==> src/rtl/motor_cmd_rx.sv <==
// Purpose: UART command receiver; validates A5/MODE/CMD/SUM frames and holds the last good mode/cmd.
// Latency: outputs update one clock after the SUM byte's stop-bit sample; cmd_valid pulses in that cycle.
// Backpressure: none; the serial link is free-running, so bad or late frames are dropped with a frame_err pulse.
// Optional link watchdog built when MOTOR_CMD_WDOG_EN is defined.
module motor_cmd_rx #(
  parameter int unsigned CLK_HZ  = 50_000_000,
  parameter int unsigned BAUD    = 9600,
  parameter int unsigned WDOG_MS = 500
) (
  input  logic       clk,
  input  logic       rst_n,
  input  logic       rx,
  output logic [1:0] model_s,
  output logic [5:0] cmd,
  output logic       cmd_valid,
  output logic       frame_err,
  output logic       link_ok
);

  localparam int unsigned BIT_CLKS = CLK_HZ / BAUD;
  localparam int unsigned GAP_CLKS = 2 * 10 * BIT_CLKS;
  localparam int CW = $clog2(BIT_CLKS + 1);
  localparam int GW = $clog2(GAP_CLKS + 1);
  localparam logic [CW-1:0] HALF_M1 = CW'(BIT_CLKS / 2 - 1);
  localparam logic [CW-1:0] FULL_M1 = CW'(BIT_CLKS - 1);
  localparam logic [GW-1:0] GAP_M1  = GW'(GAP_CLKS - 1);
  localparam logic [5:0]    CMD_STOP = 6'b001001;

  // Byte receiver states; R_BRK waits for the line to return high after a bad stop bit.
  localparam logic [2:0] R_IDLE  = 3'd0;
  localparam logic [2:0] R_START = 3'd1;
  localparam logic [2:0] R_DATA  = 3'd2;
  localparam logic [2:0] R_STOP  = 3'd3;
  localparam logic [2:0] R_BRK   = 3'd4;

  // Frame parser states.
  localparam logic [1:0] P_HUNT = 2'd0;
  localparam logic [1:0] P_MODE = 2'd1;
  localparam logic [1:0] P_CMD  = 2'd2;
  localparam logic [1:0] P_SUM  = 2'd3;

  logic          rx_s1_q, rx_s2_q, rx_prev_q;
  logic [2:0]    rxs_q, rxs_d;
  logic [CW-1:0] cnt_q, cnt_d;
  logic [2:0]    bit_q, bit_d;
  logic [7:0]    sh_q, sh_d;
  logic          byte_stb, stop_err;

  logic [1:0]    ps_q, ps_d;
  logic [1:0]    mode_q, mode_d;
  logic [5:0]    cmdb_q, cmdb_d;
  logic [GW-1:0] gap_q, gap_d;
  logic          perr, commit;

  logic [1:0]    model_s_q;
  logic [5:0]    cmd_q;
  logic          cmd_valid_q, frame_err_q, link_ok_q;
  logic          wdog_fire;

  // Two-flop synchroniser plus one history flop for falling-edge detection.
  always_ff @(posedge clk or negedge rst_n) begin
    if (!rst_n) begin
      rx_s1_q   <= 1'b1;
      rx_s2_q   <= 1'b1;
      rx_prev_q <= 1'b1;
    end else begin
      rx_s1_q   <= rx;
      rx_s2_q   <= rx_s1_q;
      rx_prev_q <= rx_s2_q;
    end
  end

  // Byte receiver next-state: half-bit start check, then centre sampling of 8 data bits and stop.
  always_comb begin
    rxs_d    = rxs_q;
    cnt_d    = cnt_q + 1'b1;
    bit_d    = bit_q;
    sh_d     = sh_q;
    byte_stb = 1'b0;
    stop_err = 1'b0;
    case (rxs_q)
      R_IDLE: begin
        cnt_d = '0;
        if (rx_prev_q && !rx_s2_q) rxs_d = R_START;
      end
      R_START: begin
        if (cnt_q == HALF_M1) begin
          cnt_d = '0;
          bit_d = '0;
          rxs_d = rx_s2_q ? R_IDLE : R_DATA;
        end
      end
      R_DATA: begin
        if (cnt_q == FULL_M1) begin
          cnt_d = '0;
          sh_d  = {rx_s2_q, sh_q[7:1]};
          bit_d = bit_q + 1'b1;
          if (bit_q == 3'd7) rxs_d = R_STOP;
        end
      end
      R_STOP: begin
        if (cnt_q == FULL_M1) begin
          cnt_d = '0;
          if (rx_s2_q) begin
            byte_stb = 1'b1;
            rxs_d    = R_IDLE;
          end else begin
            stop_err = 1'b1;
            rxs_d    = R_BRK;
          end
        end
      end
      R_BRK: begin
        cnt_d = '0;
        if (rx_s2_q) rxs_d = R_IDLE;
      end
      default: begin
        cnt_d = '0;
        rxs_d = R_IDLE;
      end
    endcase
  end

  // Byte receiver state registers.
  always_ff @(posedge clk or negedge rst_n) begin
    if (!rst_n) begin
      rxs_q <= R_IDLE;
      cnt_q <= '0;
      bit_q <= '0;
      sh_q  <= '0;
    end else begin
      rxs_q <= rxs_d;
      cnt_q <= cnt_d;
      bit_q <= bit_d;
      sh_q  <= sh_d;
    end
  end

  // Parser next-state: field checks on each strobed byte, inter-byte gap timeout while mid-frame.
  always_comb begin
    ps_d   = ps_q;
    mode_d = mode_q;
    cmdb_d = cmdb_q;
    gap_d  = (ps_q == P_HUNT || byte_stb) ? '0 : gap_q + 1'b1;
    perr   = 1'b0;
    commit = 1'b0;
    if (stop_err) begin
      ps_d = P_HUNT;
    end else if (byte_stb) begin
      case (ps_q)
        P_HUNT: if (sh_q == 8'hA5) ps_d = P_MODE;
        P_MODE: begin
          if (sh_q[7:2] == 6'd0 && sh_q[1:0] != 2'd0) begin
            mode_d = sh_q[1:0];
            ps_d   = P_CMD;
          end else begin
            perr = 1'b1;
            ps_d = P_HUNT;
          end
        end
        P_CMD: begin
          if (sh_q[7:6] == 2'd0) begin
            cmdb_d = sh_q[5:0];
            ps_d   = P_SUM;
          end else begin
            perr = 1'b1;
            ps_d = P_HUNT;
          end
        end
        default: begin
          if (sh_q == (8'hA5 ^ {6'd0, mode_q} ^ {2'd0, cmdb_q})) commit = 1'b1;
          else                                                     perr   = 1'b1;
          ps_d = P_HUNT;
        end
      endcase
    end else if (ps_q != P_HUNT && gap_q == GAP_M1) begin
      perr = 1'b1;
      ps_d = P_HUNT;
    end
  end

  // Parser state registers.
  always_ff @(posedge clk or negedge rst_n) begin
    if (!rst_n) begin
      ps_q   <= P_HUNT;
      mode_q <= '0;
      cmdb_q <= '0;
      gap_q  <= '0;
    end else begin
      ps_q   <= ps_d;
      mode_q <= mode_d;
      cmdb_q <= cmdb_d;
      gap_q  <= gap_d;
    end
  end

`ifdef MOTOR_CMD_WDOG_EN
  localparam int unsigned PRE_CLKS = CLK_HZ / 1000;
  localparam int PW = $clog2(PRE_CLKS + 1);
  localparam int MW = $clog2(WDOG_MS + 1);
  localparam logic [PW-1:0] PRE_M1 = PW'(PRE_CLKS - 1);
  localparam logic [MW-1:0] MS_LIM = MW'(WDOG_MS);

  logic [PW-1:0] pre_q;
  logic [MW-1:0] ms_q;

  // Millisecond watchdog restarted by every commit; saturates at the limit so the stop stays forced.
  always_ff @(posedge clk or negedge rst_n) begin
    if (!rst_n) begin
      pre_q <= '0;
      ms_q  <= '0;
    end else if (commit) begin
      pre_q <= '0;
      ms_q  <= '0;
    end else if (ms_q != MS_LIM) begin
      if (pre_q == PRE_M1) begin
        pre_q <= '0;
        ms_q  <= ms_q + 1'b1;
      end else begin
        pre_q <= pre_q + 1'b1;
      end
    end
  end

  assign wdog_fire = (ms_q == MS_LIM);
`else
  assign wdog_fire = 1'b0;
`endif

  // Output registers: commit wins over a watchdog stop so link_ok recovers in the commit cycle.
  always_ff @(posedge clk or negedge rst_n) begin
    if (!rst_n) begin
      model_s_q   <= 2'b00;
      cmd_q       <= CMD_STOP;
      cmd_valid_q <= 1'b0;
      frame_err_q <= 1'b0;
      link_ok_q   <= 1'b0;
    end else begin
      cmd_valid_q <= commit;
      frame_err_q <= stop_err | perr;
      if (commit) begin
        model_s_q <= mode_q;
        cmd_q     <= cmdb_q;
        link_ok_q <= 1'b1;
      end else if (wdog_fire) begin
        cmd_q     <= CMD_STOP;
        link_ok_q <= 1'b0;
      end
    end
  end

  assign model_s   = model_s_q;
  assign cmd       = cmd_q;
  assign cmd_valid = cmd_valid_q;
  assign frame_err = frame_err_q;
  assign link_ok   = link_ok_q;

endmodule

==> config.mk <==
export PLATFORM = sky130hd
export DESIGN_NAME = motor_cmd_rx
export DESIGN_NICKNAME = d
export VERILOG_FILES = /design/src/rtl/motor_cmd_rx.sv
export SDC_FILE = /design/constraint.sdc
export NUM_CORES = 1
export LEC_CHECK = 0
export BUFFER_PORTS_ARGS = -buffer_cell sky130_fd_sc_hd__buf_2
export CELL_PAD_IN_SITES_DETAIL_PLACEMENT = 1
export CELL_PAD_IN_SITES_GLOBAL_PLACEMENT = 1
export CORE_MARGIN = 2
export CORE_UTILIZATION = 35
export CTS_CLUSTER_SIZE = 14
export DETAILED_ROUTE_END_ITERATION = 8
export PLACE_DENSITY_LB_ADDON = 0.1
export SKIP_CTS_REPAIR_TIMING = 1
export SYNTH_ARGS = -nofsm -noshare
export SYNTH_HDL_FRONTEND = slang
export SYNTH_SLANG_ARGS = --single-unit
==> constraint.sdc <==
create_clock -name clk -period 2.55 [get_ports clk]
set_input_delay 0.1275 -clock clk [delete_from_list [all_inputs] [get_ports clk]]
set_output_delay 0.1275 -clock clk [all_outputs]
set_load 0.03 [all_outputs]
; After elaboration in Yosys (flattened, before gate mapping)
; Cells that the tools add are included.
[word_totals]
register_bits = 68
latchBits = 0
inputBits = 3
ramBits = 0
mem_bits_ro = 0
n_memories = 0
out_inout_bits = 11
[op_classes]
bitwise_logic = 4
n_reduce_logical = 21
muxes = 40
shifts = 0
n_lt_le_gt_ge = 0
add_sub_neg = 3
mul = 0
eq_ne = 19
div_mod_pow = 0
[op_table]
columns = op, count
row1 = 2-to-1 mux 3 bit, 9
row2 = 2-to-1 mux 13 bit, 2
row3 = case mux 13 bit (2 select lines), 1
row4 = "adder 17 x 1 -> 17 bit, second input constant", 1
row5 = "equality test 17 bit, second input constant", 1
row6 = 2-to-1 mux 17 bit, 1
row7 = 2-to-1 mux 1 bit, 16
row8 = case mux 3 bit (5 select lines), 1
row9 = 2-to-1 mux 2 bit, 7
row10 = "adder 13 x 1 -> 13 bit, second input constant", 1
row11 = "equality test 13 x 12 -> 1 bit, second input constant", 1
row12 = "equality test 13 bit, second input constant", 1
row13 = "inequality test 2 bit, second input constant", 6
row14 = equality test 8 bit, 1
row15 = "equality test 8 bit, second input constant", 1
row16 = AND reduction 4 bit, 2
row17 = bitwise XOR 8 x 6 -> 8 bit, 1
row18 = "equality test 3 x 2 -> 1 bit, second input constant", 2
row19 = "equality test 3 bit, second input constant", 2
row20 = logical NOT 6 bit, 1
row21 = case mux 2 bit (3 select lines), 1
row22 = case mux 3 bit (2 select lines), 1
row23 = AND reduction 6 bit, 1
row24 = nonzero test 2 bit, 3
row25 = other kinds (19), 23

; Depth between registers and ports, before layout
[logic_depth]
word_depth = 8
mapped_depth = 7
mapped_depth_nobuf = 6

; Worst setup path after synthesis
; OpenSTA, ideal clock, no wires.
[synth_path]
kind = flip-flop to flip-flop
from = register cnt_q[7]
to = register cmdb_q[0]
stages_incl_launch_ff = 6
period_less_slack_ns = 2.211
arrival_time_ns = 2.086
path_buffers = 0
path_slack_ns = 0.339
path_cell_list = dfrtp_1 or2_1 nor4_4 nand4_4 nor4_4 mux2_2
[synth_between]
elab_chain_len = 5
[synth_lines]
columns = element, line_no
row1 = from (decl), 44  ; logic [CW-1:0] cnt_q, cnt_d;
row2 = from (signal assigned), 133  ; cnt_q <= cnt_d;
row3 = equality test 13 bit *, 102  ; if (cnt_q == FULL_M1) begin
row4 = 2-to-1 mux 1 bit, 102
row5 = 2-to-1 mux 1 bit, 81  ; case (rxs_q)
row6 = NOT 1 bit (no line), n/a
row7 = AND reduction 4 bit (no line) *, n/a
row8 = to (signal assigned), 192  ; cmdb_q <= cmdb_d;
row9 = to (decl), 51  ; logic [5:0] cmdb_q, cmdb_d;
; Mark *: on every way between the ends. The rest lies on a longest branch, timed or not.
; A chain may end at the register's enable or synchronous reset.

; Worst setup path after layout
[layout_path]
from = register cnt_q[7]
to = register cmdb_q[1]
; Same word-level chain as after synthesis.

==> results by group <==
GRT
  • Pin count of the biggest net entering global routing: between 40 and 50
  • Total gr overflow: 0
  • Vias in the first global route: 2202
  • Global-route wire length before repair: 11200 um
  • Initial antenna violation count: 0
  • Gr usage total: 0.145

Place
  • Post-placement cell count: 397
  • DP Wirelength: 4300 um
  • Post-DP Area: 3400 um^2
  • RePlAce Congestion: 0.703
  • # port buffers: 13

Timing
  • Final Skew: 0.00258 ns
  • Final period utilization: 0.882
  • TNS Setup: 0 ns
  • Final hold viol count: 0
  • Tightest Pin Transition: 0.651 ns
  • Achievable Freq: 445 MHz
  • RSZ-0062 raised after global routing: no
  • Min Tclk post-route: 2.25 ns
  • # setup viols final: 0
  • Relative slew slack: 0.566
  • Fin. max-slew vios: 0

Synthesis
  • Top cell type by total area after synthesis: dfrtp_1
  • Post-Synthesis Cells: 277
  • #FFs+latches synth: 68
  • Post-Syn Nets: roughly 280
  • Seq/Total Area, Yosys: 0.539
  • Mean Syn Cell Area: 11.4 um^2
  • Post-synth EDFFs: 0
  • Netlist cell types: 43
  • Ys async rst share: 1.00
  • Synth top area share: 0.498
  • Synth warn: 0
  • Top cells by area in the synthesized netlist: dfrtp_1, mux2_2, nor2_1, xor2_1, dfstp_2
  • Synth Flop Type: dfrtp_1
  • Synthesized area: 3170 um^2

Finish
  • Share of layout cells above drive strength 1: 0.221
  • Synthesis-to-layout area growth: 16.2%
  • Non-Filler Instances: 415
  • Antenna cells: 0
  • Final net count: 309
  • Post-route cell area: 3680 um^2

Routing
  • Post-route ant nets: 0
  • Post-Route WL: 6340 um
  • Detailed-router iteration count before antenna repair: 4
  • Initial DRC Count: approximately 70
  • Via count of the routed design: 2090
  • Wire length per cell: 15.3 um
  • DR vias/cell: between 5 and 6
  • DRC viols: 0

Floorplanning
  • Die H: slightly below 100 um
  • Starting Density: 0.361
  • Core area: 8760 um^2
  • DIE WIDTH: between 90 and 100 um
  • Total die area: 9820 um^2
  • I/O pin total: 14
  • Row count: 34

Worst setup path
  • Critical setup path kind: flop to flop
  • Cell family with most CP delay: simple AND/OR/NAND/NOR gates
  • Worst EP arrival: 2.48 ns
  • Worst path cell trace: or2_1, nor4_4, nand4_4, nor4_4, mux2_2
  • Worst Setup Start Kind: flop
  • Critical Path Sink Type: flop
  • Req. time, crit path: 2.78 ns
  • CP bufs+invs: 0
  • Max incr delay on CP: roughly 0.47 ns
  • Critical path's most frequent cell: nor4_4
  • Critical path's slowest cell: nor4_4
  • Critical path peak fanout: 7

Clock tree
  • CTS tree: done
  • Worst-skew pair later-pin latency: 0.34 ns
  • Clock-pin slew on the worst setup and hold paths: 0.08 ns
  • Number of H-tree levels: 3
  • Num Clock Sinks: ~70
  • Root Buffer: clkbuf_8
  • CTS Buf Count: 9
  • Maximum clock path buffer count: 2

Power and ir drop
  • Combinational Power Share: 0.105
  • Peak supply drop: 0.331 mV
  • Total chip power: around 2600 uW
  • Sequential share of power: 0.454
  • Power Dens Cells: 707 nW/um^2
  • P_int: 1930 uW
  • Sw Ratio: 0.258
  • P_sw: 671 uW
  • Part of the power in the clock network: 0.441
  • Leakage: 0.00169 uW

Run
  • Maxcap violations: 0

Status
  • Status: completed

Hold path
  • Hold WC Path Type: input port to asynchronous set/reset pin
-- registers in the layout, summed over array words and instances, names as in the netlist, 2 cells and up --
signal,flops
gap_q,17
cnt_q,13
sh_q,8
cmd,6
cmdb_q,6
bit_q,3
rxs_q,3
mode_q,2
model_s,2
ps_q,2
-- cells in the mapped netlist, types with 3 or more instances --
master    count
and4_1        3
xor2_1       17
mux2_1        3
nor2b_1       4
nand4_1       5
nand2_1      14
a21oi_1       7
nand3_1      14
and3_1        6
ha_1          4
clkbuf_1      8
inv_1         7
dfstp_2       5
dfrtp_1      63
nor3_1        6
mux2_2       22
xnor2_1      13
nor2_1       40
nor4_1        3
-- per-layer routing --
layer  vias to the layer above  part of all wire  global-route usage
met3                        10             0.019              0.0337
met5                         -                 0                   0
met1                      1052              0.51               0.205
li1                       1015                 -                   -
met2                        13              0.45               0.213
met4                         0             0.017              0.0611
-- through the flow --
| stage | util | setup slack [ns] | hold WS [ns] |
|---|---|---|---|
| finish | 0.420 | 0.302 | 0.340 |
| global route | 0.420 | 0.0853 | 0.369 |
| CTS | 0.418 | 0.239 | -0.180 |
| detailed placement | 0.388 | 0.265 | 0.205 |
| global placement | 0.388 | 0.280 | 0.194 |
| floorplan | - | 0.339 | -0.168 |
-- final cells by class --
type                       count  area (um^2)
clock buffer                  11          151
clock inverter                 5          106
fill                         971         5080
inverter                       7         26.3
multi-input combinational    194         1400
sequential                    68         1710
tap                          108          135
timing repair buffer          22          150
-- cells in the final DEF (no fill, tap or decap), types with 2 or more instances in the layout --
cell            n
nand4_1         5
o21ai_0         2
nand2_1        14
buf_2          13
o211a_1         2
ha_1            4
nor3_1          6
nor2_1         40
and4_1          3
dlygate4sd3_1   2
inv_1           7
buf_4           6
nand2b_1        2
and3_1          6
nand4bb_1       2
nor4_4          2
mux2_1          3
bufinv_16       3
nor4_1          3
nor3b_1         2
nor4b_1         2
a22o_1          2
dfrtp_1        63
clkbuf_8       11
nand3_1        14
xnor2_1        13
dfstp_2         5
mux2_2         22
a32oi_1         2
xor2_1         17
a21oi_1         7
nor2b_1         4
-- cells by family (layout without fill, tap and decap cells) --
group                      Yosys count  count (layout)  share of synthesized area
and+or+nand+nor                    112             112                      0.195
DFF                                 68              68                      0.539
xor gates and xnor gates            32              32                     0.0976
muxes                               25              25                     0.0889
AOI/OAI and AO/OA                   21              21                     0.0454
buffers and inverters               15              45                     0.0178
adders and majority gates            4               4                     0.0158
-- worst reg2reg max path, stage by stage (launching register included) --
cell and delay [ns]:
dfrtp_1 0.42, or2_1 0.29, nor4_4 0.36, nand4_4 0.21, nor4_4 0.47, mux2_2 0.39
-- power groups by stage --
stage	Sequential [uW]	Clock [uW]	Combinational [uW]
finish	1180	1150	273
global route	1190	1220	315
CTS	1180	1190	280
detailed placement	1200	0	275
global placement	1200	0	274
floorplan	1170	0	188
-- path summary, 6_finish.rpt --
kind	slack, ns	to	start	cells past startpoint
min in group clk	0.36	rx_s2_q$_DFF_PN1_	rx_s1_q$_DFF_PN1_	0
worst max register to register	0.30	cmdb_q[1]$_DFFE_PN0P_	cnt_q[7]$_DFF_PN0_	5
worst min-delay path	0.34	cnt_q[3]$_DFF_PN0_	rst_n	2
worst min register to register	0.36	rx_s2_q$_DFF_PN1_	rx_s1_q$_DFF_PN1_	0
worst max-delay path	0.30	cmdb_q[1]$_DFFE_PN0P_	cnt_q[7]$_DFF_PN0_	5
max in group asynchronous	1.50	cmd[3]$_DFFE_PN1P_	rst_n	3
No activity file was read; power rests on OpenSTA's default activity.
